$ cat config.mk
export PLATFORM = sky130hd
export DESIGN_NAME = pipelined_vector_sum
export DESIGN_NICKNAME = d
export VERILOG_FILES = /design/src/rtl/pipelined_vector_sum_pkg.sv /design/src/rtl/adder_tree_level.sv /design/src/rtl/pipelined_vector_sum.sv
export SDC_FILE = /design/constraint.sdc
export NUM_CORES = 2
export LEC_CHECK = 0
export BUFFER_PORTS_ARGS = -buffer_cell sky130_fd_sc_hd__buf_2
export CORE_MARGIN = 2
export CORE_UTILIZATION = 50
export CTS_CLUSTER_SIZE = 20
export DETAILED_ROUTE_END_ITERATION = 6
export PLACE_DENSITY_LB_ADDON = 0.12
export SYNTH_ARGS = -nofsm -noshare
export SYNTH_HDL_FRONTEND = slang
export SYNTH_SLANG_ARGS = --single-unit
$ cat constraint.sdc
create_clock -name Clock -period 4.3 [get_ports Clock]
set_input_delay 0.645 -clock Clock [delete_from_list [all_inputs] [get_ports Clock]]
set_output_delay 0.645 -clock Clock [all_outputs]
set_load 0.01 [all_outputs]
$ cat src/rtl/pipelined_vector_sum_pkg.sv
// Shared helpers for the pipelined vector sum.
// Tree geometry functions and the per-stage tag bundle.
package pipelined_vector_sum_pkg;

    typedef struct packed {
        logic valid;
        logic last;
    } tag_t;

    function automatic int clog2(input int n);
        int r;
        r = 0;
        while ((1 << r) < n) r++;
        return r;
    endfunction

    // Element count entering tree level k.
    function automatic int level_n(input int dim, input int k);
        int n;
        n = dim;
        for (int i = 0; i < k; i++) n = (n + 1) / 2;
        return n;
    endfunction

    // Element offset of level k on the flat tree bus.
    function automatic int level_off(input int dim, input int k);
        int o;
        o = 0;
        for (int i = 0; i < k; i++) o += level_n(dim, i);
        return o;
    endfunction

endpackage

$ cat src/rtl/adder_tree_level.sv
// One registered level of the reduction tree.
// Pairs are summed; an odd leftover passes through.
module adder_tree_level
    import pipelined_vector_sum_pkg::*;
#(
    parameter int N_IN = 2,
    parameter int W    = 8
) (
    input  logic                        Clock,
    input  logic                        Reset_n,
    input  logic                        en,
    input  logic                        in_valid,
    input  logic                        in_last,
    input  logic [N_IN*W-1:0]           data,
    output logic                        out_valid,
    output logic                        out_last,
    output logic [((N_IN+1)/2)*W-1:0]   sum
);

    localparam int N_OUT = (N_IN + 1) / 2;

    logic [N_OUT*W-1:0] sum_d;
    tag_t               tag_q;

    for (genvar j = 0; j < N_IN / 2; j++) begin : g_pair
        assign sum_d[j*W +: W] = data[(2*j)*W +: W]
                               + data[(2*j+1)*W +: W];
    end

    if (N_IN % 2 == 1) begin : g_odd
        assign sum_d[(N_OUT-1)*W +: W] = data[(N_IN-1)*W +: W];
    end

    // Register the level's sums and tag while the pipe advances.
    always_ff @(posedge Clock or negedge Reset_n) begin
        if (!Reset_n) begin
            tag_q <= '0;
            sum   <= '0;
        end else if (en) begin
            tag_q <= '{valid: in_valid, last: in_last};
            sum   <= sum_d;
        end
    end

    assign out_valid = tag_q.valid;
    assign out_last  = tag_q.last;

endmodule

$ cat src/rtl/pipelined_vector_sum.sv
// Pipelined adder-tree vector sum with group accumulation.
// Stage 0, tree levels, then accumulator/output register.
module pipelined_vector_sum
    import pipelined_vector_sum_pkg::*;
#(
    parameter  int DIM       = 10,
    parameter  int W_u       = 32,
    parameter  int SIGNED    = 0,
    parameter  int MAX_BEATS = 1,
    localparam int LEVELS    = clog2(DIM),
    localparam int W_S       = W_u + clog2(DIM) + clog2(MAX_BEATS)
) (
    input  logic               Clock,
    input  logic               Reset_n,
    input  logic [DIM*W_u-1:0] u,
    input  logic               in_valid,
    input  logic               in_last,
    output logic               in_ready,
    output logic [W_S-1:0]     sum,
    output logic               out_valid,
    input  logic               out_ready
);

    localparam int BUS_W = level_off(DIM, LEVELS + 1) * W_S;
    localparam int TOP_O = level_off(DIM, LEVELS) * W_S;

    logic               en;
    logic               init_q;
    logic               take;
    tag_t               s0_tag;
    logic [DIM*W_S-1:0] s0_ext;
    logic [DIM*W_S-1:0] s0_data;
    logic [BUS_W-1:0]   bus;
    logic [LEVELS:0]    lv;
    logic [LEVELS:0]    ll;
    logic [W_S-1:0]     tree_out;
    logic [W_S-1:0]     acc;

    assign en       = !out_valid || out_ready;
    assign in_ready = en && init_q;
    assign take     = in_valid && in_ready;

    // Hold off input acceptance until the first edge after reset.
    always_ff @(posedge Clock or negedge Reset_n) begin
        if (!Reset_n) init_q <= 1'b0;
        else          init_q <= 1'b1;
    end

    // Extend each element to the full sum width.
    always_comb begin
        s0_ext = '0;
        for (int i = 0; i < DIM; i++) begin
            if (SIGNED != 0)
                s0_ext[i*W_S +: W_S] = W_S'($signed(u[i*W_u +: W_u]));
            else
                s0_ext[i*W_S +: W_S] = W_S'(u[i*W_u +: W_u]);
        end
    end

    // Stage 0: capture the extended vector; single-beat mode forces last.
    always_ff @(posedge Clock or negedge Reset_n) begin
        if (!Reset_n) begin
            s0_tag  <= '0;
            s0_data <= '0;
        end else if (en) begin
            s0_tag  <= '{valid: take,
                         last:  (MAX_BEATS == 1) || in_last};
            s0_data <= s0_ext;
        end
    end

    assign bus[0 +: DIM*W_S] = s0_data;
    assign lv[0]             = s0_tag.valid;
    assign ll[0]             = s0_tag.last;

    for (genvar k = 0; k < LEVELS; k++) begin : g_level
        localparam int NI = level_n(DIM, k);
        localparam int NO = level_n(DIM, k + 1);
        localparam int OI = level_off(DIM, k) * W_S;
        localparam int OO = level_off(DIM, k + 1) * W_S;

        adder_tree_level #(
            .N_IN (NI),
            .W    (W_S)
        ) u_level (
            .Clock     (Clock),
            .Reset_n   (Reset_n),
            .en        (en),
            .in_valid  (lv[k]),
            .in_last   (ll[k]),
            .data      (bus[OI +: NI*W_S]),
            .out_valid (lv[k+1]),
            .out_last  (ll[k+1]),
            .sum       (bus[OO +: NO*W_S])
        );
    end

    assign tree_out = bus[TOP_O +: W_S];

    // Accumulate beats; acc is zero at each group start, last beat emits.
    always_ff @(posedge Clock or negedge Reset_n) begin
        if (!Reset_n) begin
            acc       <= '0;
            sum       <= '0;
            out_valid <= 1'b0;
        end else if (en) begin
            out_valid <= lv[LEVELS] && ll[LEVELS];
            if (lv[LEVELS]) begin
                if (ll[LEVELS]) begin
                    sum <= acc + tree_out;
                    acc <= '0;
                end else begin
                    acc <= acc + tree_out;
                end
            end
        end
    end

endmodule

==> load_flow_metrics.sql <==
INSERT INTO impl_metrics (metric_group, metric, value, unit) VALUES
('sta', 'timing.final.ws_setup', '0.742', 'ns'),
('finish', 'finalNetCount', '6084', ''),
('worst_setup_path', 'rr_endpoint', 'g_level[0].u_level.sum[104]', ''),
('worst_hold_path', 'timing.hold.worst.class', 'in2async', ''),
('finish', 'fill_cells', '8253', ''),
('finish', 'ff_latch_area', '19400', 'um2'),
('worst_setup_path', 'timing.critical_path.to_type', 'flip-flop', ''),
('yosys', 'synthCells', '5125', ''),
('worst_setup_path', 'worst_r2r_startpoint', 's0_data[144]', ''),
('place', 'placement.io_buffers', '361', ''),
('grt', 'met3_usage', '2.85', '%'),
('route', 'wirelength', '109000', 'um'),
('yosys', 'synth_async_sr_flop_share', '100', '%'),
('yosys', 'synth_enable_flop_cells', '0', ''),
('clock_tree', 'clockBufferDepth', '3', ''),
('finish', 'multiInputGateArea', '23700', 'um2'),
('worst_setup_path', 'setup.worst_path.start', 's0_data[144]', ''),
('grt', 'gr-usage-all-layers', '24.0', '%'),
('clock_tree', 'clk_root_buffer_cell', 'clkbuf_16', ''),
('yosys', 'synth_area', '44200', 'um2'),
('run', 'max_cap_viol_count', '0', ''),
('worst_setup_path', 'crit_path_cell_trace', 'ha_1 > fa_1 > a211oi_1 > o21ai_0 > a211oi_1 > o21ai_0 > a211oi_2 > o31ai_1 > a21oi_2 > o21ai_1 > a2111oi_0 > nor3_1', ''),
('worst_setup_path', 'worstSetupStartpointType', 'flip-flop', ''),
('worst_setup_path', 'timing.critical_path.slowest_cell_delay', '0.46', 'ns'),
('grt', 'grt_overflow', '0', ''),
('clock_tree', 'numClockSinks', '774', ''),
('yosys', 'postSynthRegisterBits', '774', ''),
('route', 'drc_errors', '0', ''),
('yosys', 'netlist.area_leader.share', '43.8', '%'),
('place', 'detailedPlace.worstSlack', '0.735', 'ns'),
('pwr', 'comb_power_share', '53.8', '%'),
('clock_tree', 'cts.clk_slew.worst_paths', '0.06', 'ns'),
('pwr', 'p_seq_share', '28.4', '%'),
('yosys', 'yosys.cell_count.top_type', 'nand2_1', ''),
('floorplanning', 'core_region_area', '88000', 'um2'),
('clock_tree', 'clock_latency', '0.66', 'ns'),
('clock_tree', 'cts_hold_buf', '0', ''),
('floorplanning', 'fp.dieH', '301', 'um'),
('route', 'drtPass1Iterations', '5', ''),
('sta', 'setup-violations-final', '0', ''),
('place', 'hpwl', '82000', 'um'),
('sta', 'setup_total_negative_slack', '0', 'ns'),
('yosys', 'yosys_warnings', '0', ''),
('grt', 'grtUsageMet1', '33.9', '%'),
('route', 'dr_vias', '35700', ''),
('yosys', 'synth.yosys.seq_area_share', '43.8', '%'),
('sta', 'finClkSkew', '0.0196', 'ns'),
('yosys', 'post_synth.cell_area_avg', '8.63', 'um2'),
('finish', 'diodes', '0', ''),
('yosys', 'netlist.top_cell.by_area', 'dfrtp_1', ''),
('worst_setup_path', 'timing.critical_path.arrival', '4.08', 'ns'),
('pwr', 'internal_power', '24.9', 'mW'),
('worst_setup_path', 'regToRegSetupSlack', '0.74', 'ns'),
('clock_tree', 'post-cts-setup-buffers', '0', ''),
('finish', 'fraction_of_layout_cells_with_a_size_suffix_above_1', '11.4', '%'),
('sta', 'post-route-period-util', '82.8', '%'),
('route', 'vias_per_cell', '5.36', ''),
('yosys', 'yosysUniqueCellTypes', '87', ''),
('clock_tree', 'numCtsBuffers', '86', ''),
('worst_setup_path', 'critical_path_class', 'reg2reg', ''),
('grt', 'first_global_vias', '34000', ''),
('outcome', 'status', 'complete, no violations', ''),
('floorplanning', 'dieWidth', '301', 'um'),
('route', 'avgRoutedWirePerCell', '16.4', 'um'),
('pwr', 'clock_power_share', '17.9', '%'),
('worst_setup_path', 'cp_data_required_time', '4.82', 'ns'),
('floorplanning', 'num_rows', '109', ''),
('sta', 'final-hold-violation-count', '0', ''),
('finish', 'syn_to_final_growth', '14.0', '%'),
('sta', 'tightestPinTransition', '0.976', 'ns'),
('yosys', 'most_area_consuming_cells_after_synthesis', 'dfrtp_1, nand2_1, ha_1', '');
## placed cells by master, fill, tap and decap left out, drive strengths merged, types with 13 or more instances in the layout
| master | count |
|---|---|
| a211oi | 41 |
| a21o | 177 |
| a21oi | 407 |
| a221oi | 15 |
| a22o | 17 |
| a31oi | 31 |
| and2 | 22 |
| and3 | 18 |
| buf | 421 |
| clkbuf | 122 |
| clkinv | 13 |
| dfrtp | 774 |
| ha | 328 |
| inv | 87 |
| mux2 | 18 |
| nand2 | 1535 |
| nand2b | 46 |
| nand3 | 75 |
| nand4 | 33 |
| nor2 | 324 |
| nor2b | 36 |
| nor3 | 45 |
| nor3b | 13 |
| o211ai | 23 |
| o21a | 42 |
| o21ai | 289 |
| o21bai | 39 |
| o31ai | 41 |
| xnor2 | 134 |
| xor2 | 134 |
## worst max-delay path, delay by kind of cell (launching register included)
| kind | cells | cell delay [ns] |
|---|---|---|
| AO/OA/AOI/OAI | 9 | 2.29 |
| adder cells (fa/ha/maj) | 2 | 0.66 |
| flip-flops | 1 | 0.38 |
| AND/OR/NAND/NOR | 1 | 0.09 |
## power by group through the flow
| stage | Combinational (mW) | Sequential (mW) | Clock (mW) |
|---|---|---|---|
| floorplan | 18.1 | 11.7 | 0 |
| CTS | 23.7 | 12.5 | 8.04 |
| finish | 23.6 | 12.5 | 7.87 |
| detailed placement | 23.5 | 12.6 | 0 |
| global route | 26.6 | 12.8 | 8.32 |
| global placement | 23.3 | 12.5 | 0 |
## state kept, by name, indices dropped and copies added (netlist names)
register                   flops
lv                             1
g_level.u_level.out_valid      4
acc                           36
out_valid                      1
s0_data                      320
g_level.u_level.sum          370
init_q                         1
g_level.u_level.out_last       4
ll                             1
sum                           36
## routing by layer
| layer | up-vias | share of wire [%] |
|---|---|---|
| met5 | - | 0.0064 |
| met4 | 2 | 2.5 |
| met3 | 148 | 3.7 |
| met2 | 597 | 46 |
| met1 | 16800 | 48 |
| li1 | 18100 | - |
## metrics by stage
stage / utilization [%] / power, mW / cell area (um2) / std cells / hold slack [ns]
floorplan: - / 29.7 / 44200 / 5125 / 0.349
global placement: 53.8 / 35.8 / 47400 / 6498 / 0.451
detailed placement: 53.8 / 36.1 / 47400 / 6498 / 0.455
CTS: 57.3 / 44.2 / 50400 / 6654 / 0.0262
global route: 57.3 / 47.8 / 50400 / 6654 / 0.0679
finish: 57.3 / 44.0 / 50400 / 6654 / 0.0299
## worst max path at each step
stage                                  end  cells past startpoint
2_1_floorplan  g_level[0].u_level.sum[104]                     12
3_3_place_gp   g_level[0].u_level.sum[104]                     12
3_5_place_dp   g_level[0].u_level.sum[104]                     12
4_1_cts        g_level[0].u_level.sum[104]                     12
5_1_grt        g_level[0].u_level.sum[104]                     12
6_report       g_level[0].u_level.sum[104]                     12
## layout make-up
cell class              count  share of cell area [%]
clock inverters            34                    1.08
clock buffers             122                    4.90
well taps                1165                    2.89
flip-flops and latches    774                    38.5
inverters                  81                   0.604
multi-input cells        4057                    47.1
repair buffers            421                    4.92
## kinds of logic after synthesis
family | synth area share [%]
xor gates and xnor gates | 5.36
DFF | 43.8
and+or+nand+nor | 20.5
other | 0.00848
buffers and inverters | 2.50
AOI/OAI and AO/OA | 17.5
adders and majority gates | 9.74
muxes | 0.572
Power figures use the tool's default switching activity.
